[config.mk]
export PLATFORM = sky130hd
export DESIGN_NAME = float_sub_1d5
export DESIGN_NICKNAME = d
export VERILOG_FILES = /design/src/rtl/float_pkg.sv /design/src/rtl/float_lzc.sv /design/src/rtl/float_sub_1d5.sv
export SDC_FILE = /design/constraint.sdc
export NUM_CORES = 1
export LEC_CHECK = 0
export ABC_CLOCK_PERIOD_IN_PS = 4300
export CAP_MARGIN = 20
export CORE_UTILIZATION = 50
export DETAILED_ROUTE_END_ITERATION = 8
export MAX_ROUTING_LAYER = met4
export PLACE_DENSITY_LB_ADDON = 0.12
export SYNTH_ARGS = -nofsm -noshare
export SYNTH_HDL_FRONTEND = slang
export SYNTH_SLANG_ARGS = --single-unit
[constraint.sdc]
create_clock -name clk -period 4.3 [get_ports clk]
set_input_delay 0.86 -clock clk [delete_from_list [all_inputs] [get_ports clk]]
set_output_delay 0.86 -clock clk [all_outputs]
set_load 0.05 [all_outputs]
[src/rtl/float_pkg.sv]
// Shared widths, constants and FSM encoding for the 1.5 - x single-precision subtractor.
package float_pkg;

  localparam int C_SIGN_W = 1;
  localparam int C_EXP_W  = 8;
  localparam int C_MANT_W = 23;
  localparam int C_W      = C_SIGN_W + C_EXP_W + C_MANT_W;
  localparam int C_SIG_W  = C_MANT_W + 1;   // significand including hidden bit
  localparam int C_EXT_W  = C_SIG_W + 3;    // significand + guard, round, sticky

  localparam logic [C_EXP_W-1:0] C_BIAS    = 8'd127;
  localparam logic [C_EXP_W-1:0] C_EXP_MAX = 8'hFF;
  localparam logic [C_W-1:0]     C_ONE_P5  = 32'h3FC0_0000;
  localparam logic [C_W-1:0]     C_QNAN    = 32'h7FC0_0000;

  typedef enum logic [2:0] {
    IDLE,
    ALIGN,
    ADD,
    NORM,
    ROUND,
    DONE
  } state_t;

endpackage

[src/rtl/float_lzc.sv]
// Combinational leading-zero counter over the 27-bit extended significand (27 when all zero).
module float_lzc
  import float_pkg::*;
(
  input  logic [C_EXT_W-1:0] din,
  output logic [4:0]         count
);

  // NOTE: every variable written in always_comb gets a default first so no latch is inferred.
  always_comb begin
    count = 5'd27;
    // Scanning upward lets the highest set bit win.
    for (int i = 0; i < C_EXT_W; i++) begin
      if (din[i]) count = 5'(C_EXT_W - 1 - i);
    end
  end

endmodule

[src/rtl/float_sub_1d5.sv]
// Multi-cycle float_out = 1.5 - float_in (RNE), fixed 4-cycle latency.
// Define FLOAT_SUB_DENORM_EN for gradual underflow; otherwise subnormals flush to zero.
module float_sub_1d5
  import float_pkg::*;
(
  input  logic           clk,
  input  logic           rst,
  input  logic           start,
  input  logic [C_W-1:0] float_in,
  output logic [C_W-1:0] float_out,
  output logic           ready
);

  state_t state_q, state_d;
  logic   capture;

  logic [C_W-1:0]     x_q;
  logic               special_q;
  logic [C_W-1:0]     special_val_q;
  logic               eff_sub_q;
  logic               big_sign_q;
  logic [C_EXP_W-1:0] big_exp_q;
  logic [C_EXT_W-1:0] big_sig_q;
  logic [C_EXT_W-1:0] small_sig_q;
  logic [C_EXT_W:0]   sum_q;
  logic               res_sign_q;
  logic signed [9:0]  res_exp_q;
  logic [C_EXT_W-1:0] norm_sig_q;
  logic signed [9:0]  norm_exp_q;

  assign capture = start && (state_q == IDLE || state_q == DONE);
  assign ready   = (state_q == DONE);

  // NOTE: sequential state uses non-blocking assignments so every register samples pre-edge values.
  always_ff @(posedge clk) begin
    if (rst) state_q <= IDLE;
    else     state_q <= state_d;
  end

  always_comb begin
    state_d = state_q;
    case (state_q)
      IDLE, DONE: if (start) state_d = ALIGN;
      ALIGN:      state_d = ADD;
      ADD:        state_d = NORM;
      NORM:       state_d = ROUND;
      ROUND:      state_d = DONE;
      default:    state_d = IDLE;
    endcase
  end

  // ALIGN: decode -x, order the operands by magnitude and align the smaller one.
  logic               x_sign;
  logic [C_EXP_W-1:0] x_exp;
  logic [C_MANT_W-1:0] x_mant;
  logic               x_is_nan, x_is_inf;
  logic [C_EXP_W-1:0] a_exp, b_exp, shift_amt;
  logic [C_SIG_W-1:0] a_sig, b_sig, small_raw;
  logic               b_bigger;
  logic [49:0]        shifted;
  logic [C_EXT_W-1:0] small_aligned;

  assign {x_sign, x_exp, x_mant} = x_q;
  assign x_is_nan = (x_exp == C_EXP_MAX) && (x_mant != '0);
  assign x_is_inf = (x_exp == C_EXP_MAX) && (x_mant == '0);

  always_comb begin
    a_exp = C_BIAS;
    a_sig = {1'b1, C_ONE_P5[C_MANT_W-1:0]};
`ifdef FLOAT_SUB_DENORM_EN
    b_exp = (x_exp == '0) ? 8'd1 : x_exp;
    b_sig = {x_exp != '0, x_mant};
`else
    b_exp = x_exp;
    b_sig = (x_exp == '0) ? '0 : {1'b1, x_mant};
`endif
    b_bigger  = {b_exp, b_sig} > {a_exp, a_sig};
    shift_amt = b_bigger ? (b_exp - a_exp) : (a_exp - b_exp);
    small_raw = b_bigger ? a_sig : b_sig;
    shifted   = {small_raw, 26'd0} >> shift_amt;
    if (shift_amt >= 8'd26) small_aligned = {26'd0, |small_raw};
    else                    small_aligned = {shifted[49:24], |shifted[23:0]};
  end

  // NORM: carry shifts right by one; otherwise shift left by the leading-zero count.
  logic [4:0]         lz;
  logic signed [9:0]  shift_s;
  logic [C_EXT_W-1:0] norm_sig_d;
  logic signed [9:0]  norm_exp_d;

  float_lzc u_lzc (
    .din   (sum_q[C_EXT_W-1:0]),
    .count (lz)
  );

  always_comb begin
    shift_s = $signed({5'd0, lz});
`ifdef FLOAT_SUB_DENORM_EN
    // Stop at exponent 1 so the result becomes subnormal instead of underflowing.
    if (shift_s > res_exp_q - 10'sd1) shift_s = res_exp_q - 10'sd1;
`endif
    if (sum_q[C_EXT_W]) begin
      norm_sig_d = {sum_q[C_EXT_W:2], |sum_q[1:0]};
      norm_exp_d = res_exp_q + 10'sd1;
    end else begin
      norm_sig_d = sum_q[C_EXT_W-1:0] << shift_s[4:0];
      norm_exp_d = res_exp_q - shift_s;
    end
  end

  // ROUND: round-to-nearest-even, then pack with zero/overflow/underflow handling.
  logic               round_up, underflow;
  logic [C_SIG_W:0]   sig_inc;
  logic [C_SIG_W-1:0] rnd_sig;
  logic signed [9:0]  rnd_exp;
  logic [C_EXP_W-1:0] exp_field;
  logic [C_W-1:0]     result_d;

  always_comb begin
    round_up = norm_sig_q[2] & (norm_sig_q[3] | norm_sig_q[1] | norm_sig_q[0]);
    sig_inc  = {1'b0, norm_sig_q[C_EXT_W-1:3]} + {{C_SIG_W{1'b0}}, round_up};
    if (sig_inc[C_SIG_W]) begin
      rnd_sig = sig_inc[C_SIG_W:1];
      rnd_exp = norm_exp_q + 10'sd1;
    end else begin
      rnd_sig = sig_inc[C_SIG_W-1:0];
      rnd_exp = norm_exp_q;
    end
    exp_field = rnd_sig[C_SIG_W-1] ? rnd_exp[7:0] : 8'd0;
`ifdef FLOAT_SUB_DENORM_EN
    underflow = 1'b0;
`else
    underflow = (rnd_exp <= 10'sd0) || !rnd_sig[C_SIG_W-1];
`endif
    if (special_q)                   result_d = special_val_q;
    else if (norm_sig_q == '0)       result_d = '0;
    else if (rnd_exp >= 10'sd255)    result_d = {res_sign_q, C_EXP_MAX, {C_MANT_W{1'b0}}};
    else if (underflow)              result_d = '0;
    else                             result_d = {res_sign_q, exp_field, rnd_sig[C_MANT_W-1:0]};
  end

  always_ff @(posedge clk) begin
    if (rst) begin
      x_q           <= '0;
      special_q     <= 1'b0;
      special_val_q <= '0;
      eff_sub_q     <= 1'b0;
      big_sign_q    <= 1'b0;
      big_exp_q     <= '0;
      big_sig_q     <= '0;
      small_sig_q   <= '0;
      sum_q         <= '0;
      res_sign_q    <= 1'b0;
      res_exp_q     <= '0;
      norm_sig_q    <= '0;
      norm_exp_q    <= '0;
      float_out     <= '0;
    end else begin
      if (capture) x_q <= float_in;
      case (state_q)
        ALIGN: begin
          special_q     <= x_is_nan | x_is_inf;
          special_val_q <= x_is_nan ? C_QNAN : {~x_sign, C_EXP_MAX, {C_MANT_W{1'b0}}};
          eff_sub_q     <= ~x_sign;
          big_sign_q    <= b_bigger & ~x_sign;
          big_exp_q     <= b_bigger ? b_exp : a_exp;
          big_sig_q     <= {(b_bigger ? b_sig : a_sig), 3'b000};
          small_sig_q   <= small_aligned;
        end
        ADD: begin
          sum_q      <= eff_sub_q ? ({1'b0, big_sig_q} - {1'b0, small_sig_q})
                                  : ({1'b0, big_sig_q} + {1'b0, small_sig_q});
          res_sign_q <= big_sign_q;
          res_exp_q  <= $signed({2'b00, big_exp_q});
        end
        NORM: begin
          norm_sig_q <= norm_sig_d;
          norm_exp_q <= norm_exp_d;
        end
        ROUND:   float_out <= result_d;
        default: ;
      endcase
    end
  end

endmodule

## Yosys cells after proc, flatten, opt, wreduce, memory -nomap -nowiden

Cells that the tools add are included.

| storage, ports and cells | value |
|---|---|
| bits in registers | 235 |
| input port bits | 35 |
| output and inout port bits | 33 |

| cells by class | value |
|---|---|
| add/subtract/negate cells | 8 |
| order comparisons | 4 |
| equal/unequal tests | 7 |
| shift-type cells | 2 |
| mux-type cells | 46 |
| bitwise gates (word level) | 6 |
| reduce and logical (&&, ||, !) cells | 15 |

Operators with widths:

| cell | count |
|---|---|
| 2-to-1 mux 32 bit | 5 |
| 2-to-1 mux 24 bit | 4 |
| 2-to-1 mux 5 bit | 16 |
| 2-to-1 mux 27 bit | 2 |
| >> shifter 50 x 8 -> 50 bit | 1 |
| OR reduction 24 bit | 2 |
| greater-than comparator 32 x 31 -> 1 bit, second input constant | 1 |
| 2-to-1 mux 4 bit | 8 |
| adder 27 x 27 -> 28 bit | 1 |
| 2-to-1 mux 28 bit | 1 |
| subtractor 27 x 27 -> 28 bit | 1 |
| logical NOT 27 bit | 1 |
| << shifter 27 x 5 -> 27 bit | 1 |
| adder 24 x 1 -> 25 bit | 1 |
| 2-to-1 mux 8 bit | 3 |
| logical NOT 23 bit | 1 |
| nonzero test 23 bit | 1 |
| 2-to-1 mux 10 bit | 2 |
| case mux 3 bit (5 select lines) | 1 |
| adder 10 x 2 -> 10 bit, second input constant | 1 |
| greater-or-equal comparator 10 x 9 -> 1 bit, second input constant | 1 |
| <= comparator 10 x 1 -> 1 bit, second input constant | 1 |
| adder 8 x 1 -> 9 bit, second input constant | 1 |
| subtractor 8 x 5 -> 9 bit | 1 |
| other kinds (20) | 30 |

## Depth between registers and ports, before layout

Gate-level depths: netlist (run 1).

| logic depth | value |
|---|---|
| depth after elaboration | 29 |
| depth in mapped cells | 21 |
| mapped depth without buffers | 18 |

## By module

Synthesis (run 1) repeated with hierarchy kept, for this count alone.

| second synthesis, totals | value |
|---|---|
| cell total of the unflattened synthesis | 1946 |
| area total of the unflattened synthesis | 14810.5 um2 |

Modules (own cells, without submodules):

| module | instances | cells each | area each (um2) | sequential area each (um2) |
|---|---|---|---|---|
| float_sub_1d5 | 1 | 1895 | 14532.7 | 4124.0 |
| float_lzc | 1 | 51 | 277.8 | 0.0 |

## Worst setup path after synthesis (run 1)

OpenSTA, ideal clock, no wires.

| path | value |
|---|---|
| path kind | reg2reg |
| from | reg sum_q[6] |
| to | reg norm_exp_q[7] |
| library setup time | 70 ps |
| arrival time | 3921 ps |
| data required time | 4230 ps |
| slack | 309 ps |
| stages on the path, launching flop included | 22 |
| cells stage by stage | dfxtp_1 -> clkbuf_1 -> nor2_1 -> o31ai_1 -> a211oi_1 -> o311ai_0 -> a311oi_1 -> o31a_1 -> clkbuf_1 -> inv_1 -> buf_1 -> clkbuf_1 -> ha_1 -> a21o_1 -> a21o_1 -> a21o_1 -> a211o_1 -> nor3_1 -> nor2_1 -> xnor2_1 -> nand2_1 -> a21oi_1 |

| on the way | value |
|---|---|
| word-level cells in the longest chain between the ends | 23 |

Ends and longest elaborated chain:

| item | RTL line | source |
|---|---|---|
| start: declaration | float_sub_1d5.sv:25 | `logic [C_EXT_W:0] sum_q;` |
| start signal: assignment | float_sub_1d5.sv:171 | `sum_q <= eff_sub_q ? ({1'b0, big_sig_q} - {1'b0, small_sig_q})` |
| 2-to-1 mux 4 bit (5 in series) | float_lzc.sv:14 | `if (din[i]) count = 5'(C_EXT_W - 1 - i);` |
| 2-to-1 mux 5 bit (16 in series) | float_lzc.sv:14 |  |
| subtractor 8 x 5 -> 9 bit | float_sub_1d5.sv:107 | `norm_exp_d = res_exp_q - shift_s;` |
| 2-to-1 mux 10 bit | float_sub_1d5.sv:102 | `if (sum_q[C_EXT_W]) begin` |
| end signal: assignment | float_sub_1d5.sv:178 | `norm_exp_q <= norm_exp_d;` |
| end: declaration | float_sub_1d5.sv:29 | `logic signed [9:0] norm_exp_q;` |

Every way passes these cells.
A chain may end at the register's enable or synchronous reset.

## Final worst setup path (run 1)

| path | value |
|---|---|
| from | reg norm_sig_q[2] |
| to | reg float_out[11] |

| on the way | value |
|---|---|
| word-level cells in the longest chain between the ends | 9 |

Ends and longest elaborated chain:

| item | RTL line | source |
|---|---|---|
| start: declaration | float_sub_1d5.sv:28 | `logic [C_EXT_W-1:0] norm_sig_q;` |
| start signal: assignment | float_sub_1d5.sv:177 | `norm_sig_q <= norm_sig_d;` |
| bitwise AND 1 bit | float_sub_1d5.sv:120 | `round_up = norm_sig_q[2] & (norm_sig_q[3] \| norm_sig_q[1] \| norm_sig_q[0]);` |
| adder 24 x 1 -> 25 bit | float_sub_1d5.sv:121 | `sig_inc = {1'b0, norm_sig_q[C_EXT_W-1:3]} + {{C_SIG_W{1'b0}}, round_up};` |
| 2-to-1 mux 10 bit / 2-to-1 mux 24 bit (equally long branches) | float_sub_1d5.sv:122 | `if (sig_inc[C_SIG_W]) begin` |
| <= comparator 10 x 1 -> 1 bit / logical NOT 1 bit (equally long branches) | float_sub_1d5.sv:133 | `underflow = (rnd_exp <= 10'sd0) \|\| !rnd_sig[C_SIG_W-1];` |
| logical OR 1 bit | float_sub_1d5.sv:133 |  |
| 2-to-1 mux 32 bit | float_sub_1d5.sv:138 | `else if (underflow) result_d = '0;` |
| 2-to-1 mux 32 bit | float_sub_1d5.sv:137 | `else if (rnd_exp >= 10'sd255) result_d = {res_sign_q, C_EXP_MAX, {C_MANT_W{1'b0}}};` |
| 2-to-1 mux 32 bit * | float_sub_1d5.sv:136 | `else if (norm_sig_q == '0) result_d = '0;` |
| 2-to-1 mux 32 bit * | float_sub_1d5.sv:135 | `if (special_q) result_d = special_val_q;` |
| end signal: assignment | float_sub_1d5.sv:180 | `ROUND: float_out <= result_d;` |
| end: declaration | float_sub_1d5.sv:10 | `output logic [C_W-1:0] float_out,` |

Every way passes the cells marked *; elsewhere a longest branch is shown, timed or not.

==> key figures, run 1 <==
Placed design
  • Gpl congestion: 1.06
  • I/O Buffers: 67
  • Placed Area: 15,900 um^2
  • Dpl hpwl: 37,500 um
  • Post-Place Cells: 2,378

Global route
  • Number of global-route vias before repair: 14,337
  • Pin count of the biggest net entering global routing: 96
  • Global-route wire length before repair: 79,400 um
  • Initial antenna violation count: 0
  • GR Overflow Total: 0
  • Gr usage total: 33.3%

STA
  • Hold Vio Cnt, Final: 0
  • Rel. slew slack: 34.1%
  • TNS Setup: 0 ns
  • Worst-Margin Slew: 0.989 ns
  • RSZ-0062 raised after global routing: no
  • Final period util: 89.5%
  • Worst Skew: 0.0138 ns
  • Finish-stage setup viols: 0
  • Final Max Tran Viols: 0
  • F_max: 260 MHz
  • Tmin final: 3.85 ns
  • Worst hold slack: 0.457 ns

Clocking
  • Clock transition at the registers of the reported paths: 0.06 ns
  • H-Tree Depth: 1
  • CTS max path bufs: 3
  • CTS tree: done
  • Root buffer cell: clkbuf_16
  • CTS Buf Count: 23
  • Worst-Skew Late Latency: 0.53 ns
  • Hold Buf Count CTS: 0
  • Postcts setup bufs: 0
  • CTS resizes: 0
  • CTS sink cnt: 206

Pwr
  • PwrDens: 377 nW/um^2
  • Switching Power: 0.00243 W
  • Logic pwr share: 35.3%
  • Clock group share of total power: 30.9%
  • Leak pwr: 6.04 nW
  • Max IR drop VDD: 0.258 mV
  • Fraction of power spent switching nets: 38.7%
  • Internal power: 0.00385 W
  • Flop pwr share: 33.8%

Yosys
  • Share of the synthesized area in the top cell type: 27.7%
  • Netlist cell types: 87
  • Mapped Cells: 2,027
  • Ys Warns: 0
  • Count of state elements after synthesis: 206
  • Seq/Total Area, Yosys: 27.7%
  • Synth area leader: dfxtp_1
  • Post-synth EDFFs: 0
  • Syn nets: 2,124
  • Synth top area cells: dfxtp_1, nand2_1, a21oi_1
  • Synth Flop Type: dfxtp_1
  • Avg Cell Area, Syn: 7.35 um^2
  • Asr flop ratio synth: 0%
  • Mapped Area: 14,900 um^2

Final layout
  • Fin cells: 2,418
  • Fill cells: 2,764
  • Multi-input logic area: 9840 um^2
  • Area Overhead vs Synth: 11.8%
  • Antenna cells: 0
  • Fin area: 16,600 um^2
  • FF+latch area: 4120 um^2
  • Nets: 2,117
  • Final core occ: 57.4%
  • Layout cells sized above 1: 7.33%

Setup path
  • Crit path capture type: flip-flop
  • Startpoint Class: flip-flop
  • Reg2reg end: float_out[11]
  • Worst path required time: 4.77 ns
  • Critical R2R Launch: norm_sig_q[2]
  • R2R cell count: 12
  • Crit path kind: reg2reg
  • Critical Path AT: 4.32 ns
  • Flop-to-flop setup slack: 0.45 ns
  • Crit path max fanout: 11

Floorplan
  • Die Span X: 175 um
  • # rows: 62
  • Die height: 175 um
  • Placeable Area: 29,000 um^2
  • Num ports: 68
  • Initial Util: 51.3%
  • Die ar.: 30,500 um^2

Detailed routing
  • Post-route ant nets: 0
  • DRT Pass-1 Iters: 6
  • Wirelength per Cell: 20.8 um
  • Vias per cell: 6.40
  • First DRT Iteration DRCs: 1,616
  • Via count: 15,466
  • Drt total wl: 50,400 um
  • Residual DRC count: 0

Job
  • Max_cap viols: 0

Run status
  • Outcome: finished, final reports clean

Min path
  • Hold depth: 2
  • Hold crit path type: reg2reg
  • Worst min-delay path endpoint: res_exp_q[3]
  • Hold Path Origin: big_exp_q[3]
[critical path, stage by stage, from the launching register on]
cell     delay (ns)
dfxtp_1        0.40
and2_1         0.15
ha_1           0.19
and4_1         0.22
nand4_1        0.16
or3_1          0.51
o41a_1         0.38
nor4_2         0.32
o41ai_1        0.14
or3_1          0.41
nor4b_2        0.31
and2b_1        0.41
a22o_1         0.18
[synth_stat cells, types with 8 or more instances]
library cell	instances
a31oi_1	25
or2_2	9
nor3_1	76
a2111oi_0	11
a22o_1	21
or3_1	17
nand3_1	47
mux4_2	8
clkbuf_1	135
a221oi_1	16
mux2i_1	33
mux2_2	13
xor2_1	28
and4_1	9
and2_1	15
ha_1	60
nand4_1	26
a21oi_1	178
a21o_1	23
buf_2	9
inv_1	87
and3_1	14
o21a_1	11
nand2b_1	10
dfxtp_1	206
nor4_1	25
xnor2_1	29
a211o_1	12
a211oi_1	63
o211ai_1	26
nor2b_1	14
o31ai_1	18
nor2_1	209
nand2_1	257
buf_1	11
o21ai_0	84
a311oi_1	20
o22ai_1	9
a22oi_1	42
[worst max path at each step]
stage	start	to	slack [ns]	depth (start not counted)
after floorplan	sum_q[6]	norm_exp_q[7]	0.31	21
after global placement	norm_sig_q[2]	float_out[29]	0.53	12
after detailed placement	sum_q[13]	norm_exp_q[8]	0.48	17
after CTS	sum_q[13]	norm_exp_q[8]	0.42	17
after global routing	sum_q[13]	norm_exp_q[8]	0.10	17
final	norm_sig_q[2]	float_out[11]	0.45	12
[registers in the layout, indices dropped and copies added (netlist names)]
signal / cells
sum_q: 28
special_q: 1
special_val_q: 3
norm_exp_q: 10
state_q: 3
big_sign_q: 1
big_sig_q: 24
big_exp_q: 8
res_exp_q: 8
res_sign_q: 1
norm_sig_q: 27
eff_sub_q: 1
float_out: 32
x_q: 32
small_sig_q: 27
[power by group through the flow]
stage / Clock (W) / Combinational [W] / Sequential [W]
6_report: 0.00194 / 0.00222 / 0.00212
3_3_place_gp: 0 / 0.00218 / 0.00216
3_5_place_dp: 0 / 0.00214 / 0.00216
5_1_grt: 0.00205 / 0.00238 / 0.00213
2_1_floorplan: 0 / 0.00151 / 0.00209
4_1_cts: 0.00197 / 0.00215 / 0.00212
[cell type report]
type	instances	area share, %
clock inverters	9	0.692
inverters	89	2.01
well taps	384	2.89
multi-input cells	1573	59.1
repair buffers	127	6.83
clock buffers	30	3.68
flip-flops and latches	206	24.8
[cell families after synthesis]
kind of cell / after synthesis / synth area share (%)
AOI/OAI and AO/OA: 634 / 28.7
DFF: 206 / 27.7
muxes: 54 / 4.41
xor gates and xnor gates: 57 / 3.35
adders and majority gates: 62 / 5.31
buffers and inverters: 248 / 6.43
and+or+nand+nor: 766 / 24.1
[per-stage QoR]
stage	power (W)	worst slack [ns]
2_1_floorplan	0.00361	0.309
3_3_place_gp	0.00433	0.525
3_5_place_dp	0.00430	0.478
4_1_cts	0.00623	0.417
5_1_grt	0.00656	0.103
6_report	0.00628	0.452
[layer usage]
metal  vias to the layer above  GRT usage, %  share of wire (%)
met5                         -             -                  0
met4                         0          15.8                4.9
met3                       135          3.89                6.0
met2                       613          53.8                 47
met1                      7295          41.3                 42
li1                       7423             -                  -
[placed cells by master, fill, tap and decap left out, types with 12 or more instances in the layout]
cell type | Yosys | final
a31oi_1 | 25 | 25
mux2_2 | 13 | 13
dfxtp_1 | 206 | 206
nand3_1 | 47 | 47
nor2_1 | 209 | 208
and3_1 | 14 | 14
clkbuf_16 | 0 | 24
a221oi_1 | 16 | 16
a21o_1 | 23 | 23
inv_1 | 87 | 87
a22oi_1 | 42 | 42
buf_4 | 4 | 60
or3_1 | 17 | 16
o31ai_1 | 18 | 18
a22o_1 | 21 | 21
a211o_1 | 12 | 12
clkdlybuf4s50_1 | 0 | 66
xor2_1 | 28 | 27
nor3_1 | 76 | 75
nor4_1 | 25 | 24
nand4_1 | 26 | 26
a211oi_1 | 63 | 63
o211ai_1 | 26 | 26
a21oi_1 | 178 | 178
o21ai_0 | 84 | 84
a311oi_1 | 20 | 20
ha_1 | 60 | 60
mux2i_1 | 33 | 33
xnor2_1 | 29 | 28
nor2b_1 | 14 | 14
and2_1 | 15 | 15
nand2_1 | 257 | 257
Note: power is estimated with default switching activity, not from simulation.
==> inputs of run 2 (changes only) <==
--- a/config.mk
+++ b/config.mk
@@ -7,10 +7,12 @@
 export LEC_CHECK = 0
 export ABC_CLOCK_PERIOD_IN_PS = 4300
 export CAP_MARGIN = 20
+export CORE_ASPECT_RATIO = 1.1
 export CORE_UTILIZATION = 50
 export DETAILED_ROUTE_END_ITERATION = 8
 export MAX_ROUTING_LAYER = met4
-export PLACE_DENSITY_LB_ADDON = 0.12
+export PLACE_DENSITY = 0.68
+export SLEW_MARGIN = 20
 export SYNTH_ARGS = -nofsm -noshare
 export SYNTH_HDL_FRONTEND = slang
 export SYNTH_SLANG_ARGS = --single-unit
==> key figures, run 2 (synthesis gave the netlist of run 1 again) <==
Placed design
  • Dpl hpwl: 37,300 um
  • I/O Buffers: 67
  • Gpl congestion: 1.05
  • Placed Area: 15,900 um^2

Setup path
  • Flop-to-flop setup slack: 0.29 ns
  • Crit path kind: reg2reg
  • Crit path capture type: flip-flop
  • R2R cell count: 15
  • Worst path bufs/invs: 1
  • Startpoint Class: flip-flop
  • Critical Path AT: 4.45 ns
  • CP Cell Sequence: nor2_1, o31ai_1, a211oi_1, o311ai_0, a311oi_1, o31a_1, inv_1, fa_1, a21o_1, a21oi_1, nor2b_1, nor4_1, nor3b_1, a311oi_1, a211oi_1
  • Largest delay share family, worst path: compound AO/OA/AOI/OAI gates
  • Worst path required time: 4.74 ns
  • CP peak stage delay: 0.47 ns
  • Crit path max fanout: 9
  • CP max stage cell: dfxtp_1
  • Critical R2R Launch: sum_q[6]
  • Reg2reg end: norm_exp_q[8]

Detailed routing
  • Post-route ant nets: 0
  • Metal2 WL: 24,100 um
  • Drt total wl: 50,300 um
  • Residual DRC count: 8
  • Wirelength per Cell: 20.9 um
  • Top sig layer: met4
  • Vias per cell: 6.44
  • DRT Pass-1 Iters: 8
  • Met3 routed WL: 2760 um
  • Via count: 15,483
  • Metal-1 WL: 20,600 um
  • First DRT Iteration DRCs: 1,439

STA
  • TNS Setup: 0 ns
  • Worst-Margin Slew: 1.01 ns
  • Final period util: 93.3%
  • Worst Skew: 0.0131 ns
  • F_max: 249 MHz
  • RSZ-0062 raised after global routing: no
  • Finish-stage setup viols: 0
  • Tmin final: 4.01 ns
  • Final Max Tran Viols: 0
  • Rel. slew slack: 32.4%
  • Hold Vio Cnt, Final: 0

Global route
  • GR Overflow Total: 0
  • Initial antenna violation count: 2
  • Number of global-route vias before repair: 14,628
  • Gr usage total: 33.3%
  • Pin count of the biggest net entering global routing: 171
  • Global-route wire length before repair: 79,700 um

Clocking
  • CTS max path bufs: 3
  • Clock transition at the registers of the reported paths: 0.06 ns
  • Postcts setup bufs: 0
  • H-Tree Depth: 1
  • CTS sink cnt: 206
  • CTS resizes: 0
  • CTS Buf Count: 24
  • Hold Buf Count CTS: 0
  • Worst-Skew Late Latency: 0.53 ns
  • Root buffer cell: clkbuf_16
  • CTS tree: done

Final layout
  • Fin area: 16,700 um^2
  • Nets: 2,116
  • Regs by FF count: float_out: 32 flops, x_q: 32 flops, sum_q: 28 flops
  • Most frequent cells in the layout: nand2_1, nor2_1, dfxtp_1
  • Area Overhead vs Synth: 12.4%
  • Commonest non-fill, non-tap cell in the layout: nand2_1
  • Layout cells sized above 1: 7.76%

Min path
  • Hold Path Origin: float_out[18]
  • Hold depth: 2
  • Hold crit path type: reg2reg
  • Worst min-delay path endpoint: float_out[18]

Floorplan
  • Num ports: 68
  • Placeable Area: 29,000 um^2
  • Die height: 183 um
  • # rows: 65
  • Die Span X: 167 um
  • Die ar.: 30,500 um^2
  • Initial Util: 51.4%

Pwr
  • Max IR drop VDD: 0.289 mV
  • PwrDens: 388 nW/um^2
  • Leak pwr: 6.09 nW

Job
  • Max_cap viols: 0

Run status
  • Outcome: complete, but fails checks
  • Failing checks: DRC
run 2: changes by cell type in the layout (fill, tap and decap cells not counted), sizes merged:
cell / previous run / this run
buf: 60 / 59
bufinv: 2 / 3
clkbuf: 31 / 30
clkinv: 5 / 6
clkinvlp: 2 / 3
diode: 0 / 2
inv: 89 / 90
run 2: metal layers:
metal  vias to the layer above  global-route usage [%]
li1                       7409                       -
met1                      7317                    39.1
met2                       594                    55.8
met3                       163                    3.54
met4                         0                    18.7
met5                         -                       -
run 2: final cells by class:
cell class / count / area (um^2)
diodes: 2 / 5.00
flip-flops and latches: 206 / 4120
clock inverters: 13 / 169
inverters: 89 / 334
well taps: 368 / 460
repair buffers: 125 / 1120
multi-input cells: 1573 / 9840
clock buffers: 30 / 683
fillers: 2821 / 12200
run 2: worst max-delay path by stage:
stage             startpoint             to  cells after the start  slack, ns
3_5_place_dp   norm_sig_q[2]  float_out[19]                     12       0.27
6_report            sum_q[6]  norm_exp_q[8]                     15       0.29
2_1_floorplan       sum_q[6]  norm_exp_q[7]                     21       0.31
4_1_cts        norm_sig_q[2]   float_out[5]                     12       0.24
5_1_grt             sum_q[6]  norm_exp_q[8]                     15       0.04
3_3_place_gp        sum_q[6]  norm_exp_q[8]                     15       0.40
run 2: report_power, final:
group,leakage [nW],switching (W),internal [W],total (W)
logic,4.01,0.00146,0.000731,0.00220
clock network,0.415,0.000854,0.00131,0.00217
registers,1.67,0.000139,0.00199,0.00213
run 2: tightest hold or removal path, delay by kind of cell, from the launching register on:
| family | cells | cell delay, ns |
|---|---|---|
| DFF | 1 | 0.31 |
| and+or+nand+nor | 2 | 0.09 |
run 2: per-stage QoR:
step	setup WS [ns]	power [W]	instances	utilization, %	hold WS, ns
6_report	0.290	0.00649	2406	57.8	0.443
5_1_grt	0.0395	0.00677	2406	57.8	0.477
4_1_cts	0.244	0.00646	2404	57.8	0.444
3_5_place_dp	0.272	0.00430	2361	54.8	0.434
3_3_place_gp	0.396	0.00431	2361	54.8	0.435
2_1_floorplan	0.309	0.00361	2027	-	0.432
